## src/rtl/subtype_rr_if.sv

```systemverilog
// Request/record bus for subtype_rr_gen: per-channel requests in, FIFO head out.
// master = request source + record consumer, slave = the generator.
interface subtype_rr_if #(
  parameter int N_CH   = 4,
  parameter int DATA_W = 16,
  parameter int CNT_W  = 4,
  parameter int DEPTH  = 4
);
  localparam int CH_W  = $clog2(N_CH);
  localparam int LVL_W = $clog2(DEPTH) + 1;

  logic [N_CH-1:0]        in_valid;
  logic [N_CH-1:0]        in_ready;
  logic [N_CH*CNT_W-1:0]  in_cnt;
  logic [N_CH*DATA_W-1:0] in_data;
  logic                   out_valid;
  logic                   out_ready;
  logic [CH_W-1:0]        out_ch;
  logic [2:0]             out_mode;
  logic [DATA_W-1:0]      out_subtype;
  logic [LVL_W-1:0]       fifo_level;

  modport master (
    output in_valid, in_cnt, in_data, out_ready,
    input  in_ready, out_valid, out_ch, out_mode, out_subtype, fifo_level
  );

  modport slave (
    input  in_valid, in_cnt, in_data, out_ready,
    output in_ready, out_valid, out_ch, out_mode, out_subtype, fifo_level
  );
endinterface

```

## src/rtl/subtype_rr_gen.sv

```systemverilog
// Round-robin record generator: per-channel (cnt,data) -> {ch, mode, (1<<cnt)+data}
// records, with a per-channel mode FSM and an output FIFO.

// One channel: mode FSM plus the combinational subtype for its current request.
module subtype_rr_lane #(
  parameter int DATA_W = 16,
  parameter int CNT_W  = 4
) (
  input  logic              clk,
  input  logic              rst_n,
  input  logic              acc,
  input  logic [CNT_W-1:0]  cnt,
  input  logic [DATA_W-1:0] data,
  output logic [2:0]        mode,
  output logic [DATA_W-1:0] subtype
);
  typedef enum logic [1:0] {STATE_0, STATE_F0, STATE_244, STATE_DEFAULT} mode_t;
  mode_t state;
  logic [DATA_W-1:0] shift;

  always_ff @(posedge clk) begin
    if (!rst_n) state <= STATE_0;
    else if (acc) begin
      case (state)
        STATE_0:   state <= STATE_F0;
        STATE_F0:  state <= STATE_244;
        STATE_244: state <= STATE_DEFAULT;
        default:   state <= STATE_0;
      endcase
    end
  end

  // Record carries the state before this accept advances it.
  assign mode    = {1'b0, state};
  // Oversized counts contribute nothing rather than aliasing modulo DATA_W.
  assign shift   = (32'(cnt) < DATA_W) ? (DATA_W'(1) << cnt) : '0;
  assign subtype = shift + data;
endmodule

module subtype_rr_gen #(
  parameter int N_CH   = 4,
  parameter int DATA_W = 16,
  parameter int CNT_W  = 4,
  parameter int DEPTH  = 4
) (
  input logic         clk,
  input logic         rst_n,
  subtype_rr_if.slave bus
);
  localparam int CH_W  = $clog2(N_CH);
  localparam int AW    = $clog2(DEPTH);
  localparam int LVL_W = AW + 1;

  typedef struct packed {
    logic [CH_W-1:0]   ch;
    logic [2:0]        mode;
    logic [DATA_W-1:0] subtype;
  } rec_t;

  logic [CH_W-1:0]              rr_ptr, gidx;
  logic                         found, space, acc, pop;
  logic [N_CH-1:0]              lane_acc;
  logic [N_CH-1:0][2:0]         lane_mode;
  logic [N_CH-1:0][DATA_W-1:0]  lane_sub;
  rec_t                         mem [DEPTH];
  rec_t                         head;
  logic [AW-1:0]                wr_ptr, rd_ptr;
  logic [LVL_W-1:0]             level;

  // First valid channel at or above rr_ptr, wrapping.
  always_comb begin : arb
    int idx;
    found = 1'b0;
    gidx  = '0;
    idx   = 0;
    for (int k = 0; k < N_CH; k++) begin
      idx = int'(rr_ptr) + k;
      if (idx >= N_CH) idx = idx - N_CH;
      if (!found && bus.in_valid[idx]) begin
        found = 1'b1;
        gidx  = CH_W'(idx);
      end
    end
  end

  // A full FIFO can still accept when the head leaves on the same edge.
  assign space = (level < LVL_W'(DEPTH)) | bus.out_ready;
  assign acc   = found & space & rst_n;
  assign pop   = (level != '0) & bus.out_ready;

  generate
    for (genvar i = 0; i < N_CH; i++) begin : g_lane
      assign lane_acc[i] = acc & (gidx == CH_W'(i));
      subtype_rr_lane #(.DATA_W(DATA_W), .CNT_W(CNT_W)) u_lane (
        .clk     (clk),
        .rst_n   (rst_n),
        .acc     (lane_acc[i]),
        .cnt     (bus.in_cnt[i*CNT_W +: CNT_W]),
        .data    (bus.in_data[i*DATA_W +: DATA_W]),
        .mode    (lane_mode[i]),
        .subtype (lane_sub[i])
      );
    end
  endgenerate

  assign bus.in_ready = lane_acc;

  always_ff @(posedge clk) begin
    if (!rst_n) rr_ptr <= '0;
    else if (acc) rr_ptr <= (gidx == CH_W'(N_CH - 1)) ? '0 : gidx + CH_W'(1);
  end

  always_ff @(posedge clk) begin
    if (acc) mem[wr_ptr] <= '{ch: gidx, mode: lane_mode[gidx], subtype: lane_sub[gidx]};
  end

  always_ff @(posedge clk) begin
    if (!rst_n) begin
      wr_ptr <= '0;
      rd_ptr <= '0;
      level  <= '0;
    end else begin
      if (acc) wr_ptr <= wr_ptr + AW'(1);
      if (pop) rd_ptr <= rd_ptr + AW'(1);
      case ({acc, pop})
        2'b10:   level <= level + LVL_W'(1);
        2'b01:   level <= level - LVL_W'(1);
        default: level <= level;
      endcase
    end
  end

  assign head            = mem[rd_ptr];
  assign bus.out_valid   = (level != '0);
  assign bus.out_ch      = bus.out_valid ? head.ch      : '0;
  assign bus.out_mode    = bus.out_valid ? head.mode    : '0;
  assign bus.out_subtype = bus.out_valid ? head.subtype : '0;
  assign bus.fifo_level  = level;
endmodule

```

## src/flat_wrapper.sv

```systemverilog
// flat-port wrapper written by rule: the top's interface ports become plain ports
module subtype_rr_gen_flat 
#(
  parameter int N_CH   = 4,
  parameter int DATA_W = 16,
  parameter int CNT_W  = 4,
  parameter int DEPTH  = 4
)
  (clk, rst_n, bus_in_valid, bus_in_cnt, bus_in_data, bus_out_ready, bus_in_ready, bus_out_valid, bus_out_ch, bus_out_mode, bus_out_subtype, bus_fifo_level);
  subtype_rr_if #(.N_CH(N_CH), .DATA_W(DATA_W), .CNT_W(CNT_W), .DEPTH(DEPTH)) bus_i ();
  input logic clk;
  input logic rst_n;
  input wire logic [$bits(bus_i.in_valid)-1:0] bus_in_valid;
  input wire logic [$bits(bus_i.in_cnt)-1:0] bus_in_cnt;
  input wire logic [$bits(bus_i.in_data)-1:0] bus_in_data;
  input wire logic [$bits(bus_i.out_ready)-1:0] bus_out_ready;
  output wire logic [$bits(bus_i.in_ready)-1:0] bus_in_ready;
  output wire logic [$bits(bus_i.out_valid)-1:0] bus_out_valid;
  output wire logic [$bits(bus_i.out_ch)-1:0] bus_out_ch;
  output wire logic [$bits(bus_i.out_mode)-1:0] bus_out_mode;
  output wire logic [$bits(bus_i.out_subtype)-1:0] bus_out_subtype;
  output wire logic [$bits(bus_i.fifo_level)-1:0] bus_fifo_level;
  assign bus_i.in_valid = bus_in_valid;
  assign bus_i.in_cnt = bus_in_cnt;
  assign bus_i.in_data = bus_in_data;
  assign bus_i.out_ready = bus_out_ready;
  assign bus_in_ready = bus_i.in_ready;
  assign bus_out_valid = bus_i.out_valid;
  assign bus_out_ch = bus_i.out_ch;
  assign bus_out_mode = bus_i.out_mode;
  assign bus_out_subtype = bus_i.out_subtype;
  assign bus_fifo_level = bus_i.fifo_level;
  subtype_rr_gen #(.N_CH(N_CH), .DATA_W(DATA_W), .CNT_W(CNT_W), .DEPTH(DEPTH)) u_core (.clk(clk), .rst_n(rst_n), .bus(bus_i));
endmodule
```

## config.mk

```make
export PLATFORM = sky130hd
export DESIGN_NAME = subtype_rr_gen_flat
export DESIGN_NICKNAME = d
export VERILOG_FILES = /design/src/rtl/subtype_rr_if.sv /design/src/rtl/subtype_rr_gen.sv /design/src/flat_wrapper.sv
export SDC_FILE = /design/constraint.sdc
export NUM_CORES = 1
export LEC_CHECK = 0
export CAP_MARGIN = 20
export CORE_UTILIZATION = 56
export DETAILED_ROUTE_END_ITERATION = 10
export GPL_ROUTABILITY_DRIVEN = 0
export PLACE_DENSITY_LB_ADDON = 0.12
export SLEW_MARGIN = 20
export SYNTH_ARGS = -nofsm -noshare
export SYNTH_HDL_FRONTEND = slang
export SYNTH_SLANG_ARGS = --single-unit
```

## constraint.sdc

```tcl
create_clock -name clk -period 3.9 [get_ports clk]
set_input_delay 0.78 -clock clk [delete_from_list [all_inputs] [get_ports clk]]
set_output_delay 0.78 -clock clk [all_outputs]
set_load 0.02 [all_outputs]
```

==> results of run 1 <==
-- power by group through the flow --
stage	registers (uW)	clock network, uW	logic [uW]
2_1_floorplan	1520	0	1240
3_3_place_gp	1510	0	1960
3_5_place_dp	1530	0	2030
4_1_cts	1520	953	2050
5_1_grt	1530	985	2210
6_report	1520	950	2060
-- cells by family after synthesis --
logic type | count (synthesis) | share of synthesized area (%)
mux | 23 | 6.101
flops | 99 | 35.34
buf+inv | 52 | 3.019
other cells | 1 | 0.04762
xor+xnor | 51 | 5.672
fa+ha+maj | 85 | 13.98
compound gates | 209 | 17.38
simple gates | 297 | 18.46
-- worst max-delay path: stages --
cell and delay [ns]:
sky130_fd_sc_hd__clkdlybuf4s50_1 0.53, sky130_fd_sc_hd__nand2b_1 0.15, sky130_fd_sc_hd__a21oi_1 0.05, sky130_fd_sc_hd__o32a_2 0.43, sky130_fd_sc_hd__clkinv_4 0.10, sky130_fd_sc_hd__ha_1 0.14
sky130_fd_sc_hd__nand2_1 0.08, sky130_fd_sc_hd__inv_1 0.10, sky130_fd_sc_hd__clkdlybuf4s50_1 0.64
-- what timing repair did --
action	4_1_cts	5_1_grt
setup endpoints to repair	0	11
hold buffers	0	0
gates resized for setup	0	5
-- final cells by class --
type | instances | share of cell area (%)
clock buffer | 10 | 2.358
tap | 176 | 2.268
timing repair buffer | 149 | 14.51
sequential | 99 | 28.66
multi-input combinational | 666 | 50.17
inverter | 28 | 1.134
clock inverter | 6 | 0.9021
-- metal layers --
layer / wire (um) / GRT usage [%] / vias to the layer above
li1: - / - / 3303
met2: 10760 / 54.35 / 258
met3: 1117 / 3.774 / 44
met5: 0 / 0 / -
met1: 8874 / 36.91 / 3323
met4: 470 / 9.877 / 0
-- registers in the layout, indices dropped and copies added (netlist names), named ones only --
signal                      cells
u_core.rr_ptr                   2
u_core.bus.fifo_level           3
u_core.mem                     80
u_core.g_lane.u_lane.state      8
u_core.wr_ptr                   2
u_core.rd_ptr                   2
-- metrics by stage --
stage | std cells | total power [uW]
finish | 1134 | 4526
global route | 1134 | 4723
CTS | 1134 | 4520
detailed placement | 1118 | 3559
global placement | 1118 | 3467
floorplan | 817 | 2760
-- how the worst min path moves through the flow --
| stage | slack, ns | end | depth (start not counted) | from |
|---|---|---|---|---|
| CTS | 0.51 | u_core.rr_ptr[0] | 2 | u_core.rr_ptr[0] |
| global placement | 0.48 | u_core.wr_ptr[1] | 2 | u_core.wr_ptr[1] |
| detailed placement | 0.50 | u_core.rr_ptr[0] | 2 | u_core.rr_ptr[0] |
| finish | 0.51 | u_core.rr_ptr[0] | 2 | u_core.rr_ptr[0] |
| global route | 0.55 | u_core.g_lane[3].u_lane.state[1] | 2 | u_core.g_lane[3].u_lane.state[1] |
| floorplan | 0.46 | u_core.rr_ptr[0] | 2 | u_core.rr_ptr[0] |
-- Yosys cell counts, types with 4 or more instances --
library cell / count / share of area [%]
sky130_fd_sc_hd__a211oi_1: 16 / 1.5
sky130_fd_sc_hd__nor4_1: 5 / 0.40
sky130_fd_sc_hd__o211ai_1: 14 / 1.3
sky130_fd_sc_hd__or3_1: 6 / 0.48
sky130_fd_sc_hd__clkbuf_1: 11 / 0.52
sky130_fd_sc_hd__buf_2: 6 / 0.38
sky130_fd_sc_hd__xor2_1: 20 / 2.2
sky130_fd_sc_hd__ha_1: 80 / 13
sky130_fd_sc_hd__nand3_1: 15 / 0.95
sky130_fd_sc_hd__nand2_1: 82 / 3.9
sky130_fd_sc_hd__xnor2_1: 31 / 3.4
sky130_fd_sc_hd__buf_4: 6 / 0.57
sky130_fd_sc_hd__nor3_1: 33 / 2.1
sky130_fd_sc_hd__o21ai_0: 41 / 2.6
sky130_fd_sc_hd__nand2b_1: 20 / 1.6
sky130_fd_sc_hd__fa_1: 5 / 1.3
sky130_fd_sc_hd__o22ai_1: 5 / 0.40
sky130_fd_sc_hd__a21boi_0: 8 / 0.76
sky130_fd_sc_hd__edfxtp_1: 80 / 31
sky130_fd_sc_hd__nor2_1: 74 / 3.5
sky130_fd_sc_hd__a21oi_1: 63 / 4.0
sky130_fd_sc_hd__inv_1: 27 / 1.3
sky130_fd_sc_hd__a31oi_1: 7 / 0.56
sky130_fd_sc_hd__mux4_2: 20 / 5.7
sky130_fd_sc_hd__a21o_1: 16 / 1.5
sky130_fd_sc_hd__o21bai_1: 4 / 0.38
sky130_fd_sc_hd__and2_1: 29 / 2.3
sky130_fd_sc_hd__nor2b_1: 11 / 0.87
sky130_fd_sc_hd__o21a_1: 5 / 0.48
sky130_fd_sc_hd__and3_1: 8 / 0.64
sky130_fd_sc_hd__dfxtp_1: 19 / 4.8
-- cells in the final DEF (no fill, tap or decap), types with 3 or more instances in the layout --
| cell type | instances |
|---|---|
| sky130_fd_sc_hd__clkdlybuf4s50_1 | 112 |
| sky130_fd_sc_hd__nand2_1 | 82 |
| sky130_fd_sc_hd__ha_1 | 80 |
| sky130_fd_sc_hd__edfxtp_1 | 80 |
| sky130_fd_sc_hd__nor2_1 | 74 |
| sky130_fd_sc_hd__a21oi_1 | 63 |
| sky130_fd_sc_hd__o21ai_0 | 41 |
| sky130_fd_sc_hd__buf_4 | 35 |
| sky130_fd_sc_hd__nor3_1 | 33 |
| sky130_fd_sc_hd__xnor2_1 | 31 |
| sky130_fd_sc_hd__and2_1 | 29 |
| sky130_fd_sc_hd__inv_1 | 27 |
| sky130_fd_sc_hd__nand2b_1 | 20 |
| sky130_fd_sc_hd__xor2_1 | 20 |
| sky130_fd_sc_hd__mux4_2 | 20 |
| sky130_fd_sc_hd__dfxtp_1 | 19 |
| sky130_fd_sc_hd__a21o_1 | 16 |
| sky130_fd_sc_hd__a211oi_1 | 16 |
| sky130_fd_sc_hd__nand3_1 | 15 |
| sky130_fd_sc_hd__o211ai_1 | 14 |
| sky130_fd_sc_hd__nor2b_1 | 11 |
| sky130_fd_sc_hd__clkbuf_16 | 9 |
| sky130_fd_sc_hd__and3_1 | 8 |
| sky130_fd_sc_hd__a21boi_0 | 8 |
| sky130_fd_sc_hd__a31oi_1 | 7 |
| sky130_fd_sc_hd__or3_1 | 6 |
| sky130_fd_sc_hd__o21a_1 | 5 |
| sky130_fd_sc_hd__nor4_1 | 5 |
| sky130_fd_sc_hd__o22ai_1 | 5 |
| sky130_fd_sc_hd__fa_1 | 5 |
| sky130_fd_sc_hd__o21bai_1 | 4 |
| sky130_fd_sc_hd__a221o_1 | 3 |
| sky130_fd_sc_hd__mux2i_1 | 3 |
| sky130_fd_sc_hd__a22oi_1 | 3 |
==> impl_summary.txt, run 1 <==
----------------------------------------------------
[Clock network]
  Clock buffer depth ... 2
  CTS tree ... yes
  Clock root cell ... sky130_fd_sc_hd__clkbuf_16
  Clock latency on the worst-skew pair ... 0.35 ns
  Post-CTS Setup Inserts ... 0
  Clock-pin slew of the registers on the worst-case setup and hold paths ... 0.07 ns
  Number of buffers inserted during clock tree synthesis ... 9
  CTS H-Tree Depth ... 3
  Number of clock sinks ... 99

[Run status]
  Status ... finished, final reports clean

[Critical path]
  Endpoint class of the critical path ... output pin
  Crit path max fanout ... 8
  Worst setup startpoint ... bus_in_valid[1]
  Critical path class ... input pin to output pin
  Destination of the worst register-to-register timing path ... u_core.bus.fifo_level[2]
  CP required ... 3.12 ns
  Category of the worst setup path launch point ... input pin
  CP arrival ... 2.99 ns
  R2R depth ... 9
  Flop-to-flop setup slack ... 1.31 ns
  Critical Path End ... bus_in_ready[0]
  Reg2Reg Launch Point ... u_core.bus.fifo_level[1]

[Floorplan]
  Full die area ... 14,540 um2
  Ports ... 116
  Effective utilization at floorplan ... 58.54%
  Floorplan die height ... 120.6 um
  Number of core rows ... 42
  CORE AREA ... 13,450 um2
  Horiz. Die Dim ... 120.6 um

[Detailed routing]
  Via density ... 6.109
  Wirelength, routed ... 21.22 mm
  Wire per inst ... 18.72 um
  Via count of the routed design ... 6,928
  Number of optimization iterations in the first detailed-route pass ... 5
  Number of violations reported at the end of detailed-routing iteration 0 ... 566
  Drc violations ... 0
  Antenna viol nets, final ... 0

[Global routing]
  Via count of the first global-routing pass ... 6,861
  Pin count of the biggest net entering global routing ... 25
  Wire length of the first global-routing pass ... 33.68 mm
  Overall global routing resource usage ... 30.04%
  Number of antenna violations at the first check in global routing ... 0
  Global route overflow ... 0

[Timing]
  Part of the cycle the worst path needs ... 96.61%
  Unrepaired setup endpoints after global routing ... no
  Clock period minus worst slack ... 3.768 ns
  Actual slew at the worst max-slew pin ... 0.6989 ns
  Final setup violation count ... 0
  Headroom to the max-slew limit ... 53.27%
  Fmax ... 0.2654 GHz
  Max-slew violation total from the final report ... 0
  Worst hold slack ... 0.5077 ns
  Final worst setup slack ... 0.1322 ns
  Final hold vios ... 0
  Worst clock skew ... 0.006364 ns
  Fin Setup TNS ... 0 ns

[Yosys]
  Unique cell type count in the Yosys netlist ... 68
  Top_reg_cell synth ... sky130_fd_sc_hd__edfxtp_1
  Post-synth ARST share ... 0%
  Area of the mapped netlist ... 7875 um2
  Net Count, Synth ... 989
  Synthesized area per cell ... 9.639 um2
  Number of storage elements in the synthesis netlist ... 99
  Count of flip-flops with a built-in enable after synthesis ... 80
  Count of warnings emitted by yosys ... 0
  Count of mapped cells out of synthesis ... 817
  Part of the Yosys area used for sequential elements ... 35.34%

[Final layout]
  Fill cell count ... 1,021
  Multi-input logic area ... 4871 um2
  NumNets Final ... 1,125
  Final core utilization ... 72.17%
  FF/Latch Area ... 2783 um2
  Post-Layout Inst Area ... 9709 um2
  Number of antenna diodes ... 0
  Area Overhead vs Synth ... 23.29%
  Share of layout cells above drive strength 1 ... 9.081%

[Pwr]
  Leakage component of the power ... 0.003871 uW
  Share of total power consumed by net switching ... 35.52%
  Switching power of the nets ... 1608 uW
  Part of the total power dissipated in the clock network ... 21.0%
  Internal power ... 2918 uW
  Worst IR drop on VDD ... 0.3356 mV
  Fraction of power consumed by sequential logic ... 33.5%
  Combinational fraction of design power ... 45.5%
  Total power per unit cell area ... 466.1 nW/um2

[Place]
  Worst setup timing slack at the placement stage ... -0.2063 ns
  Dpl hpwl ... 16.26 mm
  Port Buffers ... 114
  Placed inst area ... 9371 um2

[Run]
  MaxCap Viol Count ... 0

[Hold path]
  Hold WC Path Type ... register to register

----------------------------------------------------
Power figures use the tool's default switching activity.
==> run 2: changes to the inputs <==
ABC_AREA = 1   (was unset)
CORE_UTILIZATION = 57   (was 56)
==> run 2 against run 1 <==
Clock skew is essentially flat. Maximum frequency grew 8.8%. Clock-buffer cell count down 1. Via count up 29%. Core utilization fell by 2.2 points. Routed wire length up 5.5%. Clock power is 5.2% lower. Die area increased by 13%. Largest cell class unchanged.
==> impl_summary.txt, run 2 <==
----------------------------------------------------
[Clock network]
  Clock root cell ... sky130_fd_sc_hd__clkbuf_16
  Number of buffers inserted during clock tree synthesis ... 9 (unchanged)
  Post-CTS Setup Inserts ... 0 (unchanged)
  Clock-pin slew of the registers on the worst-case setup and hold paths ... 0.07 ns (about the same)
  Clock latency on the worst-skew pair ... 0.34 ns (about the same)
  Number of clock sinks ... 99 (unchanged)
  Clock buffer depth ... 2 (unchanged)
  CTS H-Tree Depth ... 3 (unchanged)
  CTS tree ... yes

[Yosys]
  Share of the synthesized area in the top cell type ... 26.36% (-4.1 points)
  Largest area contributor in the synthesized netlist ... sky130_fd_sc_hd__edfxtp_1
  Net Count, Synth ... 1,548 (+57%)
  Count of mapped cells out of synthesis ... 1,376 (+68%)
  Top_reg_cell synth ... sky130_fd_sc_hd__edfxtp_1
  Part of the Yosys area used for sequential elements ... 30.53% (-4.8 points)
  Most common cell in the synthesized netlist ... sky130_fd_sc_hd__nand2_1
  Biggest area contributors in the synthesized netlist ... sky130_fd_sc_hd__edfxtp_1 26%, sky130_fd_sc_hd__nand2_1 17%, sky130_fd_sc_hd__ha_1 11%, sky130_fd_sc_hd__nor2_1 7.8%, sky130_fd_sc_hd__inv_1 7.5%
  Area of the mapped netlist ... 9114 um2 (+16%)
  Unique cell type count in the Yosys netlist ... 34 (-50%)
  Count of warnings emitted by yosys ... 0 (unchanged)
  Post-synth top cells ... 421 x sky130_fd_sc_hd__nand2_1, 189 x sky130_fd_sc_hd__nor2_1, 182 x sky130_fd_sc_hd__inv_1
  Number of storage elements in the synthesis netlist ... 99 (unchanged)
  Post-synth ARST share ... 0% (unchanged)
  Count of flip-flops with a built-in enable after synthesis ... 80 (unchanged)
  Synthesized area per cell ... 6.623 um2 (-31%)

[Hold path]
  Worst-case hold path end point ... u_core.rd_ptr[1]
  Startpoint of the tightest hold check path ... u_core.rd_ptr[1]
  Hold WC Path Type ... register to register
  Worst hold path stage count ... 2 (unchanged)

[Timing]
  Unrepaired setup endpoints after global routing ... no
  Part of the cycle the worst path needs ... 88.80% (-7.8 points)
  Final setup violation count ... 0 (unchanged)
  Worst clock skew ... 0.005991 ns (-0.0003724 ns)
  Fmax ... 0.2887 GHz (+8.8%)
  Clock period minus worst slack ... 3.463 ns (-0.3045 ns)
  Fin Setup TNS ... 0 ns (unchanged)
  Final hold vios ... 0 (unchanged)
  Max-slew violation total from the final report ... 0 (unchanged)

[Final layout]
  Most frequent cells in the layout ... 421 x sky130_fd_sc_hd__nand2_1, 189 x sky130_fd_sc_hd__nor2_1, 182 x sky130_fd_sc_hd__inv_1
  Flip-flop count of the largest register after layout ... 80 (unchanged)
  Post-Layout Inst Area ... 10,800 um2 (+11%)
  FF/Latch Area ... 2783 um2 (unchanged)
  Most common cell after layout, fill and taps aside ... sky130_fd_sc_hd__nand2_1
  NumNets Final ... 1,655 (+47%)
  Number of antenna diodes ... 0 (unchanged)
  Share of layout cells above drive strength 1 ... 3.562% (-5.5 points)
  Multi-input logic area ... 5429 um2 (+11%)
  Top reg by flops ... u_core.mem
  Fill cell count ... 1,396 (+37%)
  Area Overhead vs Synth ... 18.48%

[Detailed routing]
  Wirelength, routed ... 22.39 mm (+5.5%)
  Number of optimization iterations in the first detailed-route pass ... 5 (unchanged)
  Via density ... 5.256 (-14%)
  Antenna viol nets, final ... 0 (unchanged)
  Number of violations reported at the end of detailed-routing iteration 0 ... 641 (+13%)
  Drc violations ... 0 (unchanged)
  Via count of the routed design ... 8,930 (+29%)
  Wire per inst ... 13.18 um (-30%)

[Pwr]
  Switching power of the nets ... 3002 uW (+87%)
  Fraction of power consumed by sequential logic ... 30.5% (-3.0 points)
  Leakage component of the power ... 0.005484 uW (+42%)
  Worst IR drop on VDD ... 0.4108 mV (+22%)
  Part of the total power dissipated in the clock network ... 13.5% (-7.5 points)
  Total power per unit cell area ... 619.2 nW/um2 (+33%)
  Internal power ... 3684 uW (+26%)
  Combinational fraction of design power ... 56.0% (+11 points)
  Share of total power consumed by net switching ... 44.90% (+9.4 points)

[Global routing]
  Pin count of the biggest net entering global routing ... 37 (+48%)
  Met1 Usage GRT ... 31.65% (-5.3 points)
  Number of antenna violations at the first check in global routing ... 0 (unchanged)
  Wire length of the first global-routing pass ... 36.47 mm (+8.3%)
  Overall global routing resource usage ... 27.74% (-2.3 points)
  Met2 usage ... 53.99% (-0.36 points)
  Global route overflow ... 0 (unchanged)
  Met3 routing resource usage after global routing ... 1.996% (-1.8 points)
  Via count of the first global-routing pass ... 8,148 (+19%)
  Most congested layer reported by global routing ... met2

[Floorplan]
  Effective utilization at floorplan ... 59.08% (+0.54 points)
  Full die area ... 16,500 um2 (+13%)
  CORE AREA ... 15,430 um2 (+15%)
  Ports ... 116 (unchanged)
  Horiz. Die Dim ... 128.4 um (+6.5%)
  Floorplan die height ... 128.4 um (+6.5%)
  Number of core rows ... 45 (+7.1%)

[Critical path]
  Slowest cell on crit path ... sky130_fd_sc_hd__clkdlybuf4s50_1
  Crit path max fanout ... 5 (-3)
  Biggest cell delay along the critical path ... 0.48 ns (-0.16 ns)
  Reg2Reg Launch Point ... u_core.rr_ptr[0]
  Flop-to-flop setup slack ... 1.11 ns (-0.20 ns)
  Cell Chain, Critical Path ... clkdlybuf4s50_1 -> inv_1 -> nand2_1 -> nand3_2 -> nand2_4 -> nor2_1 -> nor2_1 -> nand2_4 -> nand2_2 -> inv_1 -> ha_1 -> nand2_1 -> inv_1 -> dlymetal6s2s_1
  Destination of the worst register-to-register timing path ... u_core.bus.fifo_level[2]
  Critical path class ... input pin to output pin
  CP arrival ... 2.68 ns (-0.31 ns)
  R2R depth ... 16 (+7)
  Endpoint class of the critical path ... output pin
  Category of the worst setup path launch point ... input pin
  Most used cell along the critical path ... sky130_fd_sc_hd__inv_1
  CP required ... 3.12 ns (about the same)

[Run status]
  Status ... finished, final reports clean

[Run]
  MaxCap Viol Count ... 0 (unchanged)

[Place]
  Port Buffers ... 114 (unchanged)
  Dpl hpwl ... 17.52 mm (+7.7%)
  Placed inst area ... 10,480 um2 (+12%)

----------------------------------------------------
==> run 2: cell count changes after synthesis, sizes merged, moves of 16 or more <==
cell,delta
nand3,+120
nor3,-27
a211oi,-17
mux4,-20
nand2b,-20
nor2,+115
a21o,-16
nand2,+346
inv,+157
and2,-23
==> run 2: routing by layer <==
metal	vias to the layer above	part of all wire (%)
met2	233	53
met3	45	3.5
li1	4643	-
met4	0	2.7
met5	-	0
met1	4009	41
==> run 2: cell families after synthesis <==
group | synth area share, %
other | 0.04115
AO/OA/AOI/OAI | 7.070
buffers and inverters | 9.953
adder cells (fa/ha/maj) | 12.08
AND/OR/NAND/NOR | 37.25
flip-flops | 30.53
XOR/XNOR | 3.075
==> run 2: worst max path at each step <==
stage | startpoint | end | slack [ns] | depth (start not counted)
CTS | bus_in_valid[2] | bus_in_ready[1] | 0.06 | 15
floorplan | bus_in_valid[3] | bus_in_ready[3] | 0.83 | 15
global route | bus_in_valid[3] | bus_in_ready[1] | 0.26 | 14
detailed placement | bus_in_valid[2] | bus_in_ready[1] | 0.07 | 15
global placement | bus_in_valid[3] | bus_in_ready[3] | 0.15 | 14
finish | bus_in_valid[3] | bus_in_ready[1] | 0.44 | 14
==> run 2: cell type report <==
cell class | count | share of cell area [%]
multi-input combinational | 1052 | 50.28
sequential | 99 | 25.77
timing repair buffer | 137 | 12.26
inverter | 184 | 6.396
tap | 211 | 2.445
clock buffer | 9 | 2.086
clock inverter | 7 | 0.7648
==> run 2: per-stage QoR <==
stage	setup slack, ns	instances	total power (uW)	hold slack, ns	utilization (%)
4_1_cts	0.06267	1699	6676	0.4659	69.93
3_3_place_gp	0.1489	1683	5674	0.4492	67.93
6_report	0.4367	1699	6686	0.4621	69.99
3_5_place_dp	0.07177	1683	5759	0.4577	67.93
5_1_grt	0.2600	1699	7170	0.4985	69.99
2_1_floorplan	0.8339	1376	4545	0.4364	-
==> run 2: repair_timing <==
action                     in CTS  in global routing
gates resized for setup         0                  4
setup endpoints to repair       0                  4
hold buffers                    0                  0
==> run 2: power by group through the flow <==
stage                     combinational [uW]  sequential [uW]  clock (uW)
final                                   3750             2040         901
after floorplan                         2510             2030           0
after detailed placement                3700             2060           0
after global placement                  3630             2050           0
after CTS                               3730             2040         909
after global routing                    4150             2070         949
==> run 2: critical path: cells and delay by family <==
family / cells / cell delay (ns)
buffers and inverters: 5 / 0.88
and+or+nand+nor: 8 / 0.84
adders and majority gates: 1 / 0.20
==> run 3: changes to the inputs <==
ABC_AREA = unset   (was 1)
CORE_UTILIZATION = 56   (was 57)
HOLD_SLACK_MARGIN = 0.06   (was unset)
==> results of run 3 <==
No change in the layout: final DEF, timing and power equal those of run 1.
